$ cat config.mk
export PLATFORM = sky130hd
export DESIGN_NAME = multicycle_ctrl
export DESIGN_NICKNAME = d
export VERILOG_FILES = /design/src/rtl/multicycle_ctrl.sv
export SDC_FILE = /design/constraint.sdc
export NUM_CORES = 1
export LEC_CHECK = 0
export CORE_MARGIN = 2
export CORE_UTILIZATION = 42
export CTS_BUF_LIST = sky130_fd_sc_hd__clkbuf_8 sky130_fd_sc_hd__clkbuf_16
export DETAILED_ROUTE_END_ITERATION = 12
export PLACE_DENSITY = 0.88
export SYNTH_ARGS = -nofsm -noshare
export SYNTH_HDL_FRONTEND = slang
export SYNTH_SLANG_ARGS = --single-unit
$ cat constraint.sdc
create_clock -name CLK -period 1.9 [get_ports CLK]
set_clock_uncertainty 0.1 [all_clocks]
set_input_delay 0.19 -clock CLK [delete_from_list [all_inputs] [get_ports CLK]]
set_output_delay 0.19 -clock CLK [all_outputs]
set_load 0.02 [all_outputs]
$ cat src/rtl/multicycle_ctrl.sv
// Multicycle MIPS control FSM: sequences FETCH/DECODE/EXECUTE/MEMORY/WRITEBACK
// over a shared ALU and unified memory, with a MemReady wait handshake and timeout flag.
module multicycle_ctrl #(
  parameter int STATE_W  = 4,
  parameter int MAX_WAIT = 15
) (
  input  logic               CLK,
  input  logic               rst,
  input  logic [5:0]         opcode,
  input  logic               Zero,
  input  logic               MemReady,
  output logic               IorD,
  output logic               MemRead,
  output logic               MemWrite,
  output logic               IRWrite,
  output logic               PCWrite,
  output logic               PCWriteCond,
  output logic [1:0]         PCSrc,
  output logic               ALUSrcA,
  output logic [1:0]         ALUSrcB,
  output logic [1:0]         ALUOp,
  output logic               RegWrite,
  output logic               MemtoReg,
  output logic               RegDst,
  output logic               Retire,
  output logic               Illegal,
  output logic               Timeout,
  output logic [STATE_W-1:0] State
);

  localparam logic [STATE_W-1:0] S_FETCH  = STATE_W'(0);
  localparam logic [STATE_W-1:0] S_DECODE = STATE_W'(1);
  localparam logic [STATE_W-1:0] S_MEMADR = STATE_W'(2);
  localparam logic [STATE_W-1:0] S_MEMRD  = STATE_W'(3);
  localparam logic [STATE_W-1:0] S_MEMWB  = STATE_W'(4);
  localparam logic [STATE_W-1:0] S_MEMWR  = STATE_W'(5);
  localparam logic [STATE_W-1:0] S_EXEC   = STATE_W'(6);
  localparam logic [STATE_W-1:0] S_ALUWB  = STATE_W'(7);
  localparam logic [STATE_W-1:0] S_BRANCH = STATE_W'(8);
  localparam logic [STATE_W-1:0] S_ADDIEX = STATE_W'(9);
  localparam logic [STATE_W-1:0] S_ADDIWB = STATE_W'(10);
  localparam logic [STATE_W-1:0] S_JUMP   = STATE_W'(11);

  localparam logic [5:0] OP_RTYPE = 6'b000000;
  localparam logic [5:0] OP_J     = 6'b000010;
  localparam logic [5:0] OP_BEQ   = 6'b000100;
  localparam logic [5:0] OP_ADDI  = 6'b001000;
  localparam logic [5:0] OP_LW    = 6'b100011;
  localparam logic [5:0] OP_SW    = 6'b101011;

  localparam logic [3:0] WAIT_LIMIT = 4'(MAX_WAIT);

  logic [STATE_W-1:0] state_q, state_d;
  logic [3:0]         wait_cnt_q, wait_cnt_d;
  logic               timeout_q, timeout_d;

  logic               mem_state;
  logic               waiting;

  // Raw per-state decode before reset gating of strobes.
  logic               iord_c, memread_c, memwrite_c, irwrite_c;
  logic               pcwrite_c, pcwritecond_c;
  logic [1:0]         pcsrc_c, alusrcb_c, aluop_c;
  logic               alusrca_c, regwrite_c, memtoreg_c, regdst_c;
  logic               retire_c, illegal_c;

  // Branch qualification by Zero is done in the datapath PC-enable logic.
  logic               zero_unused;
  assign zero_unused = Zero;

  assign mem_state = (state_q == S_FETCH) || (state_q == S_MEMRD) ||
                     (state_q == S_MEMWR);
  assign waiting   = mem_state && !MemReady;

  always_comb begin
    state_d = state_q;
    unique case (state_q)
      S_FETCH:  state_d = MemReady ? S_DECODE : S_FETCH;
      S_DECODE: begin
        unique case (opcode)
          OP_LW, OP_SW: state_d = S_MEMADR;
          OP_RTYPE:     state_d = S_EXEC;
          OP_BEQ:       state_d = S_BRANCH;
          OP_ADDI:      state_d = S_ADDIEX;
          OP_J:         state_d = S_JUMP;
          default:      state_d = S_FETCH;
        endcase
      end
      S_MEMADR: state_d = (opcode == OP_SW) ? S_MEMWR : S_MEMRD;
      S_MEMRD:  state_d = MemReady ? S_MEMWB : S_MEMRD;
      S_MEMWB:  state_d = S_FETCH;
      S_MEMWR:  state_d = MemReady ? S_FETCH : S_MEMWR;
      S_EXEC:   state_d = S_ALUWB;
      S_ALUWB:  state_d = S_FETCH;
      S_BRANCH: state_d = S_FETCH;
      S_ADDIEX: state_d = S_ADDIWB;
      S_ADDIWB: state_d = S_FETCH;
      S_JUMP:   state_d = S_FETCH;
      default:  state_d = S_FETCH;
    endcase
  end

  // Counter saturates so a very long stall cannot wrap back below the limit.
  always_comb begin
    wait_cnt_d = 4'd0;
    timeout_d  = timeout_q;
    if (waiting) begin
      wait_cnt_d = (wait_cnt_q == 4'hF) ? wait_cnt_q : wait_cnt_q + 4'd1;
      if (wait_cnt_q >= WAIT_LIMIT - 4'd1) begin
        timeout_d = 1'b1;
      end
    end
    if (state_d != state_q) begin
      wait_cnt_d = 4'd0;
    end
  end

  always_ff @(posedge CLK) begin
    if (rst) begin
      state_q    <= S_FETCH;
      wait_cnt_q <= 4'd0;
      timeout_q  <= 1'b0;
    end else begin
      state_q    <= state_d;
      wait_cnt_q <= wait_cnt_d;
      timeout_q  <= timeout_d;
    end
  end

  always_comb begin
    iord_c        = 1'b0;
    memread_c     = 1'b0;
    memwrite_c    = 1'b0;
    irwrite_c     = 1'b0;
    pcwrite_c     = 1'b0;
    pcwritecond_c = 1'b0;
    pcsrc_c       = 2'b00;
    alusrca_c     = 1'b0;
    alusrcb_c     = 2'b00;
    aluop_c       = 2'b00;
    regwrite_c    = 1'b0;
    memtoreg_c    = 1'b0;
    regdst_c      = 1'b0;
    retire_c      = 1'b0;
    illegal_c     = 1'b0;
    unique case (state_q)
      S_FETCH: begin
        memread_c = 1'b1;
        alusrcb_c = 2'b01;
        irwrite_c = MemReady;
        pcwrite_c = MemReady;
      end
      S_DECODE: begin
        alusrcb_c = 2'b11;
        unique case (opcode)
          OP_LW, OP_SW, OP_RTYPE, OP_BEQ, OP_ADDI, OP_J: illegal_c = 1'b0;
          default:                                      illegal_c = 1'b1;
        endcase
      end
      S_MEMADR: begin
        alusrca_c = 1'b1;
        alusrcb_c = 2'b10;
      end
      S_MEMRD: begin
        memread_c = 1'b1;
        iord_c    = 1'b1;
      end
      S_MEMWB: begin
        regwrite_c = 1'b1;
        memtoreg_c = 1'b1;
        retire_c   = 1'b1;
      end
      S_MEMWR: begin
        iord_c     = 1'b1;
        memwrite_c = MemReady;
        retire_c   = MemReady;
      end
      S_EXEC: begin
        alusrca_c = 1'b1;
        aluop_c   = 2'b10;
      end
      S_ALUWB: begin
        regwrite_c = 1'b1;
        regdst_c   = 1'b1;
        retire_c   = 1'b1;
      end
      S_BRANCH: begin
        alusrca_c     = 1'b1;
        aluop_c       = 2'b01;
        pcwritecond_c = 1'b1;
        pcsrc_c       = 2'b01;
        retire_c      = 1'b1;
      end
      S_ADDIEX: begin
        alusrca_c = 1'b1;
        alusrcb_c = 2'b10;
      end
      S_ADDIWB: begin
        regwrite_c = 1'b1;
        retire_c   = 1'b1;
      end
      S_JUMP: begin
        pcwrite_c = 1'b1;
        pcsrc_c   = 2'b10;
        retire_c  = 1'b1;
      end
      default: begin
        memread_c = 1'b0;
      end
    endcase
  end

  // Strobes are forced low during reset so an abandoned instruction writes nothing.
  assign MemWrite    = memwrite_c    && !rst;
  assign IRWrite     = irwrite_c     && !rst;
  assign PCWrite     = pcwrite_c     && !rst;
  assign PCWriteCond = pcwritecond_c && !rst;
  assign RegWrite    = regwrite_c    && !rst;
  assign Retire      = retire_c      && !rst;
  assign Illegal     = illegal_c     && !rst;

  assign IorD     = iord_c;
  assign MemRead  = memread_c;
  assign PCSrc    = pcsrc_c;
  assign ALUSrcA  = alusrca_c;
  assign ALUSrcB  = alusrcb_c;
  assign ALUOp    = aluop_c;
  assign MemtoReg = memtoreg_c;
  assign RegDst   = regdst_c;
  assign Timeout  = timeout_q;
  assign State    = state_q;

endmodule
==> flow_summary.yaml, run 1 <==
power_and_ir_drop:
  swShare: 0.268
  p_int_mw: 0.407
  clockPowerShare: 0.381
  p_total_mw: 0.556
  p_leak_nw: 0.596
  vdd_ir_drop_max_mv: 0.431
  power_frac_seq: 0.358
  comb_power_share: 0.260
  power_density_nw_per_um2: 418
  switchingPower_mw: 0.149
logic_synthesis:
  synth-seq-cells: 9
  synth_largest_area_cell: "dfxtp_1"
  syn_nets: 121
  ys_async_sr_fraction: 0
  synth-edff-count: 0
  synthCells: 109
  yosysWarnings: 0
  avgSynthCellArea_sq_um: 7.39
  synth_cell_types: 42
  synth-main-ff-cell: "dfxtp_1"
  netlist.area_leader.share: 0.224
  synthTopCellsByArea: "dfxtp_1, nor2_1, nor3_1"
  syn_area_sq_um: 806
  ys_seq_area_frac: 0.224
finish:
  area_growth_pct: 64.9
  fin_area_sq_um: 1330
  diodes: 0
  final_cell_mix: "buf_4, clkdlybuf4s50_1, nor2_1"
  drive_gt1_frac: 0.275
  fin_nets: 173
  final_common_cell: "buf_4"
global_routing:
  antenna_found_initial: 0
  grt_max_degree: 12
  grt_overflow: 0
  grtUsageTotal: 0.249
  grt_pass1_vias: 952
  grt_pass1_wl_um: 4090
sta:
  finalSetupViolations: 0
  slew_headroom: 0.754
  whs_ns: 0.373
  period_minus_slack_ns: 1.85
  hold_viol: 0
  fmax_mhz: 539
  fin_crit_sh: 0.976
  drv_slew: 0
  worst_pin_slew_ns: 0.368
critical_path:
  endpoint_kind: "output pin"
  worstPathArrival_ns: 1.56
  path_class: "flip-flop to output pin"
  crit_path_top_delay_cell: "dlygate4sd2_1"
  crit_top_cell: "buf_4"
  start_kind: "flip-flop"
  path_cells: "buf_4, buf_4, nor3_2, a21oi_1, nor2_1, dlygate4sd2_1"
  required_ns: 1.61
  crit_fanout: 8
  cp_slowest_stage_delay_ns: 0.36
clock_network:
  clkTransAtPathRegs_ns: 0.04
  cts.htree.levels: 1
  cts_sinks: 9
  numCtsBuffers: 3
  clk_latency_ns: 0.23
  cts-root-buf: "clkbuf_8"
  cts.path.max_buffers: 2
  postCtsHoldBufs: 0
  tritoncts: "done"
job:
  maxCapViolations: 0
floorplan:
  ios: 33
  dieWidth_um: 47.8
  dieArea_sq_um: 2280
  die_y_um: 47.8
  start_util: 0.457
  row_count: 15
  core_area_sq_um: 1760
placement:
  hpwlAfterDp_um: 2050
  placed_area_sq_um: 1280
  gp_congestion: 0.832
  portBuffers: 31
route:
  wl_per_cell_um: 14.0
  avgViaCountPerCell: 5.47
  antenna_left: 0
  dr.pass1.iters: 4
  vias: 1012
  postRouteWirelength_um: 2590
  dr.first_iter.drc_count: 20
  drc: 0
worst_hold_path:
  hold_class: "flip-flop to flip-flop"
status:
  status: "finished clean"
worst paths after layout:
check / depth (start not counted) / slack, ns / start / end
worst max-delay path: 6 / 0.05 / State[0]$_SDFF_PP0_ / RegWrite
worst min-delay path: 2 / 0.37 / Timeout$_SDFFE_PP0P_ / Timeout$_SDFFE_PP0P_
worst max register to register: 5 / 0.30 / State[2]$_SDFF_PP0_ / State[2]$_SDFF_PP0_
worst min register to register: 2 / 0.37 / Timeout$_SDFFE_PP0P_ / Timeout$_SDFFE_PP0P_
layer usage:
metal | track usage | vias to the layer above | wire length, um
met4 | 0.0649 | 0 | 40
met3 | 0.0491 | 6 | 124
met5 | 0 | - | 0
li1 | - | 502 | -
met1 | 0.301 | 473 | 1120
met2 | 0.448 | 31 | 1300
Yosys cell counts (2+ instances only):
master	instances
nand2_1	4
a21oi_1	4
nor2_1	12
xor2_1	3
a211oi_1	2
inv_1	4
and3_1	3
dfxtp_1	9
mux2_2	2
a31oi_1	2
nand3_1	3
nor3b_1	2
o21ai_0	5
nor2b_1	3
xnor2_1	2
o211ai_1	2
buf_4	2
o2111ai_1	2
ha_1	2
nor3_1	8
nand2b_1	5
buf_2	5
nor4_1	4
cells by family after synthesis:
group / after synthesis / synth area share
simple gates: 52 / 0.352
xor+xnor: 5 / 0.0544
compound gates: 25 / 0.211
flops: 9 / 0.224
fa+ha+maj: 2 / 0.0311
buf+inv: 13 / 0.0869
mux: 3 / 0.0404
state kept, by name (all words and copies together) (netlist names):
signal      cells
State           4
Timeout         1
wait_cnt_q      4
power groups by stage:
stage	clock (mW)	combinational [mW]	sequential [mW]
after global routing	0.223	0.157	0.200
final	0.212	0.145	0.199
after CTS	0.215	0.140	0.199
after floorplan	0	0.0642	0.204
after global placement	0	0.140	0.202
after detailed placement	0	0.145	0.202
worst max-delay path, delay by kind of cell, from the launching register on:
kind                   cells  cell delay (ns)
buffers and inverters      3             0.67
DFF                        1             0.32
and+or+nand+nor            2             0.28
AOI/OAI and AO/OA          1             0.06
metrics by stage:
stage               setup slack, ns   util  instances  setup TNS, ns
global placement             -0.403  0.728        181          -1.18
detailed placement           -0.423  0.728        181          -1.35
floorplan                   0.00227      -        109              0
global route               -0.00707  0.753        185       -0.00707
CTS                         0.00414  0.745        185              0
finish                       0.0460  0.753        185              0
area by class of cell:
cell class                      count  area [sq um]
Tap cell                           25          31.3
Inverter                            4          15.0
Clock buffer                        3          41.3
Clock inverter                      1          3.75
Sequential cell                     9           181
Multi-Input combinational cell     87           591
Timing Repair Buffer               56           465
Fill cell                         142           435
timing repair:
| item | in CTS | in global routing |
|---|---|---|
| setup buffers | 0 | 0 |
| gates resized for setup | 24 | 17 |
| pin swaps | 0 | 1 |
| endpoints found under the setup margin | 17 | 8 |
Note: power is estimated with default switching activity, not from simulation.
==> run 2: changes to the inputs <==
- SLEW_MARGIN: not set -> 5
==> results of run 2 <==
Same layout as run 1: the final DEF is identical, and so are final timing and power.
